File: src/rtl/wb_switch_pkg.sv
// Shared definitions for the parametrised Wishbone switch: FSM encoding,
// the index-width helper and the default watchdog limit.
package wb_switch_pkg;

    typedef enum logic [1:0] {
        IDLE    = 2'd0,
        BUSY    = 2'd1,
        RECOVER = 2'd2
    } state_t;

    localparam int DEFAULT_TIMEOUT = 255;

    // Bits needed to index 'value' items; at least 1 for value >= 2.
    function automatic int clog2(input int value);
        int result;
        result = 0;
        for (int v = value - 1; v > 0; v = v >> 1) begin
            result++;
        end
        return result;
    endfunction

endpackage

File: src/rtl/wb_addr_decode.sv
// Combinational priority address match: lowest matching slave index wins.
// The last slave is the default and its map entry never takes part in matching.
module wb_addr_decode
    import wb_switch_pkg::*;
#(
    parameter int               NS   = 12,
    parameter int               AW   = 20,
    parameter logic [NS*AW-1:0] ADDR = '0,
    parameter logic [NS*AW-1:0] MASK = '0,
    localparam int              SELW = clog2(NS)
) (
    input  logic [AW-1:0]   adr,
    output logic [SELW-1:0] idx,
    output logic            found
);

    logic [NS-1:0] match;

    for (genvar gi = 0; gi < NS; gi++) begin : g_match
        if (gi == NS - 1) begin : g_default
            assign match[gi] = 1'b0;
        end else begin : g_slave
            localparam logic [AW-1:0] SLAVE_ADDR = ADDR[gi*AW +: AW];
            localparam logic [AW-1:0] SLAVE_MASK = MASK[gi*AW +: AW];
            // A zero mask would match everything, so it is treated as "unmapped".
            assign match[gi] = (SLAVE_MASK != '0) && ((adr & SLAVE_MASK) == SLAVE_ADDR);
        end
    end

    always_comb begin
        idx   = '0;
        found = 1'b0;
        for (int i = NS - 1; i >= 0; i--) begin
            if (match[i]) begin
                idx   = SELW'(i);
                found = 1'b1;
            end
        end
    end

endmodule

File: src/rtl/wb_switch_n.sv
// Single-master Wishbone switch for NS slaves with a registered slave select.
// Optional watchdog (RECOVER state, timeout_o) is built when WB_SWITCH_TIMEOUT_EN is defined.
module wb_switch_n
    import wb_switch_pkg::*;
#(
    parameter int               NS       = 12,
    parameter int               AW       = 20,
    parameter int               DW       = 16,
    parameter logic [NS*AW-1:0] ADDR     = '0,
    parameter logic [NS*AW-1:0] MASK     = '0,
    parameter int               TIMEOUT  = DEFAULT_TIMEOUT,
    parameter logic [DW-1:0]    ERR_DATA = '1,
    localparam int              SW       = DW / 8,
    localparam int              SELW     = clog2(NS)
) (
    input  logic             wb_clk_i,
    input  logic             wb_rst_n_i,
    input  logic [DW-1:0]    m_dat_i,
    output logic [DW-1:0]    m_dat_o,
    input  logic [AW-1:0]    m_adr_i,
    input  logic [SW-1:0]    m_sel_i,
    input  logic             m_we_i,
    input  logic             m_cyc_i,
    input  logic             m_stb_i,
    output logic             m_ack_o,
    output logic [DW-1:0]    s_dat_o,
    output logic [AW-1:0]    s_adr_o,
    output logic [SW-1:0]    s_sel_o,
    output logic             s_we_o,
    output logic [NS-1:0]    s_cyc_o,
    output logic [NS-1:0]    s_stb_o,
    input  logic [NS*DW-1:0] s_dat_i,
    input  logic [NS-1:0]    s_ack_i,
    output logic             timeout_o,
    output logic [SELW-1:0]  sel_o
);

    state_t          state_reg;
    state_t          state_next;
    logic [SELW-1:0] sel_reg;
    logic [SELW-1:0] sel_next;
    logic [SELW-1:0] dec_idx;
    logic            dec_found;
    logic            start;
    logic            ack_sel;
    logic            expired;
    logic [DW-1:0]   slave_data [NS];

    wb_addr_decode #(
        .NS   (NS),
        .AW   (AW),
        .ADDR (ADDR),
        .MASK (MASK)
    ) u_decode (
        .adr   (m_adr_i),
        .idx   (dec_idx),
        .found (dec_found)
    );

    for (genvar gi = 0; gi < NS; gi++) begin : g_unpack
        assign slave_data[gi] = s_dat_i[gi*DW +: DW];
    end

    assign start    = m_cyc_i & m_stb_i;
    assign ack_sel  = s_ack_i[sel_reg];
    assign sel_next = dec_found ? dec_idx : SELW'(NS - 1);

    assign s_dat_o = m_dat_i;
    assign s_adr_o = m_adr_i;
    assign s_sel_o = m_sel_i;
    assign s_we_o  = m_we_i;
    assign sel_o   = sel_reg;

`ifdef WB_SWITCH_TIMEOUT_EN
    logic [15:0] cnt_reg;

    // expired is high during the TIMEOUT-th BUSY cycle; an ack in that cycle still wins.
    assign expired = (cnt_reg == 16'(TIMEOUT - 1));

    always_ff @(posedge wb_clk_i) begin
        if (!wb_rst_n_i || state_reg != BUSY) begin
            cnt_reg <= '0;
        end else begin
            cnt_reg <= cnt_reg + 16'd1;
        end
    end
`else
    assign expired = 1'b0;
`endif

    always_ff @(posedge wb_clk_i) begin
        if (!wb_rst_n_i) begin
            state_reg <= IDLE;
            sel_reg   <= '0;
        end else begin
            state_reg <= state_next;
            if (state_reg == IDLE && start) begin
                sel_reg <= sel_next;
            end
        end
    end

    always_comb begin
        state_next = state_reg;
        case (state_reg)
            IDLE: begin
                if (start) begin
                    state_next = BUSY;
                end
            end
            BUSY: begin
                if (ack_sel || !m_cyc_i) begin
                    state_next = IDLE;
                end else if (expired) begin
                    state_next = RECOVER;
                end
            end
            default: state_next = IDLE;
        endcase
    end

    // Outputs are forced quiet while reset is asserted, even if the state is still BUSY.
    always_comb begin
        s_stb_o   = '0;
        s_cyc_o   = '0;
        m_ack_o   = 1'b0;
        m_dat_o   = '0;
        timeout_o = 1'b0;
        if (wb_rst_n_i) begin
            case (state_reg)
                BUSY: begin
                    s_stb_o[sel_reg] = m_cyc_i & m_stb_i;
                    s_cyc_o[sel_reg] = m_cyc_i;
                    m_ack_o          = ack_sel;
                    m_dat_o          = slave_data[sel_reg];
                end
`ifdef WB_SWITCH_TIMEOUT_EN
                RECOVER: begin
                    m_ack_o   = 1'b1;
                    m_dat_o   = ERR_DATA;
                    timeout_o = 1'b1;
                end
`endif
                default: ;
            endcase
        end
    end

endmodule
File: config.mk
export PLATFORM = sky130hd
export DESIGN_NAME = wb_switch_n
export DESIGN_NICKNAME = d
export VERILOG_FILES = /design/src/rtl/wb_switch_pkg.sv /design/src/rtl/wb_addr_decode.sv /design/src/rtl/wb_switch_n.sv
export SDC_FILE = /design/constraint.sdc
export NUM_CORES = 1
export LEC_CHECK = 0
export CAP_MARGIN = 40
export CORE_AREA = 3 3 126 128
export CTS_BUF_LIST = sky130_fd_sc_hd__clkbuf_16
export CTS_CLUSTER_DIAMETER = 50
export DETAILED_ROUTE_END_ITERATION = 16
export DIE_AREA = 0 0 129 131
export PLACE_DENSITY = 0.43
export SKIP_LAST_GASP = 1
export SLEW_MARGIN = 5
export SYNTH_ARGS = -nofsm -noshare
export SYNTH_HDL_FRONTEND = slang
export SYNTH_SLANG_ARGS = --single-unit
File: constraint.sdc
create_clock -name wb_clk_i -period 1.2 [get_ports wb_clk_i]
set_input_delay 0.24 -clock wb_clk_i [delete_from_list [all_inputs] [get_ports wb_clk_i]]
set_output_delay 0.24 -clock wb_clk_i [all_outputs]
set_load 0.01 [all_outputs]
==> flow_summary.yaml, run 1 <==
synthesis:
  yosysUniqueCellTypes: 17
  syn_inst: 114
  ys_warn_count: 0
  synth-seq-cells: 2
  seq_area_frac_synth_pct: 4.72
  netlist_area_um2: 848
  yosysTopAreaCell: "buf_4"
  syn_avg_cell_area_um2: 7.44
  synthTopCellsByArea: "buf_4 56%, mux2i_1 20%, nor2_1 8.0%, dfxtp_1 4.7%, buf_6 1.3%"
  synth_top_area_share_pct: 55.8
clock_tree:
  root_buffer: "clkbuf_16"
  ctsHoldBuffers: 0
  clock_latency_ns: 0.22
  clkTransAtPathRegs_ns: 0.03
  cts.sinks: 2
  cts_buffers: 3
  cts_tree: "done"
  cts_max_level: 1
  cts_max_path_buffers: 2
power:
  internal_power_uw: 728
  power_density_nw_per_um2: 642
  swShare_pct: 25.0
  combPwrFrac_pct: 39.5
  p_switching_uw: 242
  p_leak_uw: 0.000640
  seqPwrFrac_pct: 8.1
  ir_worst_vdd_mv: 0.374
  clkPwrFrac_pct: 52.4
floorplan:
  die_width_um: 129
  start_util_pct: 5.66
  core_um2: 15000
  die_h_um: 131
  pin_count: 332
  dieArea_um2: 16900
  rows: 45
drt:
  via_per_inst: 2.27
  vias: 767
  ant_nets: 0
  drt-pass1-iter-count: 4
  drc: 0
  drtIter0Drc: 12
  routed_wl_mm: 3.86
  wl_per_cell_um: 11.4
finish:
  multi_input_area_um2: 445
  fillers: 1739
  final_nets: 399
  seq_area_um2: 47.5
  final_cell_area_um2: 1510
  layout_common_cells: "34 x clkdlybuf4s50_1, 22 x conb_1, 18 x buf_2"
  drive_gt1_share_pct: 36.7
  diodes: 0
  syn2layout_area_growth_pct: 78.0
  final_common_cell: "clkdlybuf4s50_1"
place:
  dp_slack_ns: -0.948
  io_buffers: 61
  gp_congestion: 0.598
  hpwl_mm: 2.99
  dpl_cell_area_um2: 1360
grt:
  grt_use_met1_pct: 4.14
  gr-max-usage-layer: "met2"
  grt_max_degree: 18
  grt.met3_usage_pct: 3.94
  grtUsageTotal_pct: 4.10
  grt_pass1_wl_mm: 4.88
  grt_pass1_vias: 730
  grtUsageMet2_pct: 5.79
  grt_antenna_before_repair: 0
  grt.overflow.total: 0
timing:
  whs_ns: 0.480
  skew_ns: 0.000455
  setup_violations: 23
  finalHoldViolations: 0
  fin_crit_ns: 1.48
  maxSlewViolCount: 0
  min_period_over_period_pct: 123
  max_freq_mhz: 676
  rsz0062_at_grt: "yes"
  fin_ws_ns: -0.278
critical_path:
  required_ns: 0.96
  crit_fanout: 7
  cp_data_arrival_time_ns: 1.24
  worstSetupPathType: "flop to output pin"
  start_kind: "flop"
  r2r_cells: 6
  endpoint_kind: "output pin"
min_path:
  hold_depth: 0
  hold_class: "input port to output pin"
job:
  max_cap_viol_count: 0
run_status:
  status: "complete, but fails checks"
  violations: "negative setup slack"
power by group through the flow:
stage / Combinational (µW) / Sequential [µW] / Clock [µW]
2_1_floorplan: 317 / 78.2 / 0
3_3_place_gp: 327 / 78.7 / 0
3_5_place_dp: 327 / 78.8 / 0
4_1_cts: 400 / 78.1 / 517
5_1_grt: 413 / 79.1 / 517
6_report: 383 / 78.3 / 509
critical path, stage by stage, from the launching register on:
cell     delay, ns
dfxtp_4       0.37
buf_12        0.14
buf_6         0.10
mux2i_4       0.22
nor2_1        0.05
buf_2         0.13
worst paths after layout:
kind / slack (ns) / from / end
worst max-delay path: -0.28 / sel_o[0] / m_ack_o
worst min-delay path: 0.48 / m_adr_i[10] / s_adr_o[10]
worst max register to register: -0.16 / sel_o[0] / state_reg[0]
worst min register to register: 0.68 / state_reg[0] / state_reg[0]
metal layers:
metal  vias to the layer above  routed length (µm)
li1                        354                   -
met1                       330                1310
met2                        71                1600
met3                        12                 894
met4                         0                  60
met5                         -                   0
metrics by stage:
stage / setup TNS (ns) / total power, µW / cells / util (%)
CTS: -5.32 / 995 / 339 / 10.2
global placement: -17.33 / 406 / 325 / 9.06
finish: -4.26 / 970 / 338 / 10.1
detailed placement: -17.21 / 406 / 325 / 9.06
global route: -5.36 / 1010 / 338 / 10.1
floorplan: 0 / 395 / 135 / -
layout make-up:
| class | instances | area share (%) |
|---|---|---|
| Multi-Input combinational cell | 67 | 29.5 |
| Sequential cell | 2 | 3.15 |
| Tap cell | 188 | 15.6 |
| Timing Repair Buffer | 78 | 46.8 |
| Clock buffer | 3 | 4.97 |
synth_stat cells:
| cell type | number |
|---|---|
| mux2i_1 | 17 |
| buf_4 | 63 |
| buf_6 | 1 |
| and3b_1 | 1 |
| nor2_1 | 18 |
| nand3_1 | 1 |
| conb_1 | 1 |
| and2_1 | 1 |
| nand2_2 | 1 |
| nor3b_1 | 1 |
| o21a_1 | 1 |
| dfxtp_1 | 2 |
| nor2b_1 | 1 |
| and3_1 | 1 |
| buf_2 | 2 |
| a32o_1 | 1 |
| and4_1 | 1 |
cells by family (layout without fill, tap and decap cells):
group | after synthesis | count (layout) | share of synthesized area, %
AND/OR/NAND/NOR | 26 | 26 | 14.5
multiplexers | 17 | 17 | 20.1
buffers and inverters | 66 | 81 | 58.3
other | 1 | 22 | 0.442
flip-flops | 2 | 2 | 4.72
AO/OA/AOI/OAI | 2 | 2 | 2.07
repair_timing:
item | in CTS | in global routing
buffers inserted | 12 | 2
pin swaps | 5 | 8
gates cloned | 1 | 0
endpoints found under the setup margin | 25 | 24
resized for setup | 121 | 4
No activity file was read; power rests on OpenSTA's default activity.
==> inputs of run 2 (changes only) <==
PLACE_DENSITY = unset   (was 0.43)
TNS_END_PERCENT = 10   (was unset)
clock period = 1.5 ns   (was 1.2 ns; I/O delays follow)
==> run 2 against run 1 <==
Against the previous run: the flow still finishes with violations (negative setup slack); highest routed layer unchanged; core utilization down 0.60 points; die area unchanged; cell area down 6.0%; power down 26%; sequential power down 19%; non-clock buffer count down 9; hold slack worse by 0.012 ns.
==> flow_summary.yaml, run 2 (synthesis gave the netlist of run 1 again) <==
run_status:
  status: "complete, but fails checks"
  violations: "negative setup slack"
clock_tree:
  cts_max_level: 1
  cts.sinks: 2
  clock_latency_ns: 0.22
  postCtsSetupBuffers: 0
  cts_resized: 32
  cts_tree: "done"
  clkTransAtPathRegs_ns: 0.03
  ctsHoldBuffers: 0
  cts_buffers: 3
  root_buffer: "clkbuf_16"
  cts_max_path_buffers: 2
timing:
  fin_ws_ns: -0.137
  rsz0062_at_grt: "yes"
  skew_ns: 0.000793
  maxSlewViolCount: 0
  fin_crit_ns: 1.64
  min_period_over_period_pct: 109
  max_freq_mhz: 611
  whs_ns: 0.468
  setup_violations: 23
  finalHoldViolations: 0
finish:
  layout.cells.non_filler: 329
  diodes: 0
  syn2layout_area_growth_pct: 67.4
  final_nets: 390
  drive_gt1_share_pct: 12.8
  seq_area_um2: 45.0
  final_common_cell: "clkdlybuf4s50_1"
  fillers: 1755
  layout_common_cells: "37 x clkdlybuf4s50_1, 22 x conb_1, 22 x dlygate4sd2_1"
  multi_input_area_um2: 409
critical_path:
  critPathSlowestCell: "dfxtp_4"
  cp_data_arrival_time_ns: 1.34
  r2r-start: "sel_o[0]"
  rrSetupSlack_ns: 0.32
  reg2reg_to: "state_reg[0]"
  start_kind: "flop"
  crit_chain: "buf_12 > mux2i_4 > nor2_1 > dlygate4sd2_1"
  required_ns: 1.20
  cp_num_buf_inv: 2
  endpoint_kind: "output pin"
  r2r_cells: 4
  crit_fanout: 10
  cp_top_family: "buffers and inverters"
  worstSetupPathType: "flop to output pin"
  max_stage_delay_ns: 0.38
grt:
  grt_pass1_wl_mm: 4.57
  grt_antenna_before_repair: 0
  grt_max_degree: 11
  grt_pass1_vias: 696
  grt.overflow.total: 0
  grtUsageTotal_pct: 3.94
drt:
  via_per_inst: 2.29
  drt-pass1-iter-count: 2
  drc: 0
  ant_nets: 0
  routed_wl_mm: 3.86
  vias: 753
  wl_per_cell_um: 11.7
  drtIter0Drc: 11
min_path:
  min-delay-start: "wb_rst_n_i"
  hold_depth: 2
  hold_class: "input port to flop"
  hold_end: "sel_o[0]"
place:
  gp_congestion: 0.591
  dp.cells: 326
  dp_slack_ns: -0.709
  io_buffers: 61
  hpwl_mm: 3.53
floorplan:
  die_h_um: 131
  die_width_um: 129
  start_util_pct: 5.66
  pin_count: 332
  dieArea_um2: 16900
  rows: 45
  core_um2: 15000
power:
  p_leak_uw: 0.000608
  ir_worst_vdd_mv: 1.17
  power_density_nw_per_um2: 505
  p_total_uw: 717
job:
  max_cap_viol_count: 0
==> run 2: how the worst max path moves through the flow <==
stage	slack [ns]	depth (start not counted)	startpoint	to
floorplan	0.22	3	sel_o[0]	m_dat_o[10]
global placement	-0.71	5	wb_rst_n_i	s_cyc_o[0]
detailed placement	-0.71	5	wb_rst_n_i	s_cyc_o[0]
CTS	-0.17	4	sel_o[0]	m_ack_o
global route	-0.20	4	sel_o[0]	m_ack_o
finish	-0.14	4	sel_o[0]	m_ack_o
==> run 2: layout make-up <==
cell class,instances,area share [%]
multi-input cells,67,28.8
clock buffers,3,5.29
flip-flops and latches,2,3.17
well taps,188,16.6
repair buffers,69,46.2
==> run 2: per-layer routing <==
metal  track usage, %  share of wire [%]  vias up
met5                0                  0        -
met4             1.91                3.7        0
met3             4.31                 25       24
met2             5.98                 41       82
met1             3.21                 30      313
li1                 -                  -      334
==> run 2: stage by stage <==
stage               util [%]  instance area [µm²]  setup TNS [ns]
floorplan                  -                  927               0
global placement        9.02                 1350          -12.23
detailed placement      9.02                 1350          -12.88
CTS                     9.48                 1420           -2.22
global route            9.48                 1420           -3.23
finish                  9.48                 1420           -1.79
==> run 2: power breakdown <==
group / leakage (µW) / total (µW) / internal (µW) / switching, µW
registers: 0.0000175 / 63.7 / 57.0 / 6.72
logic: 0.000554 / 258 / 155 / 103
clock network: 0.0000370 / 395 / 339 / 56.1
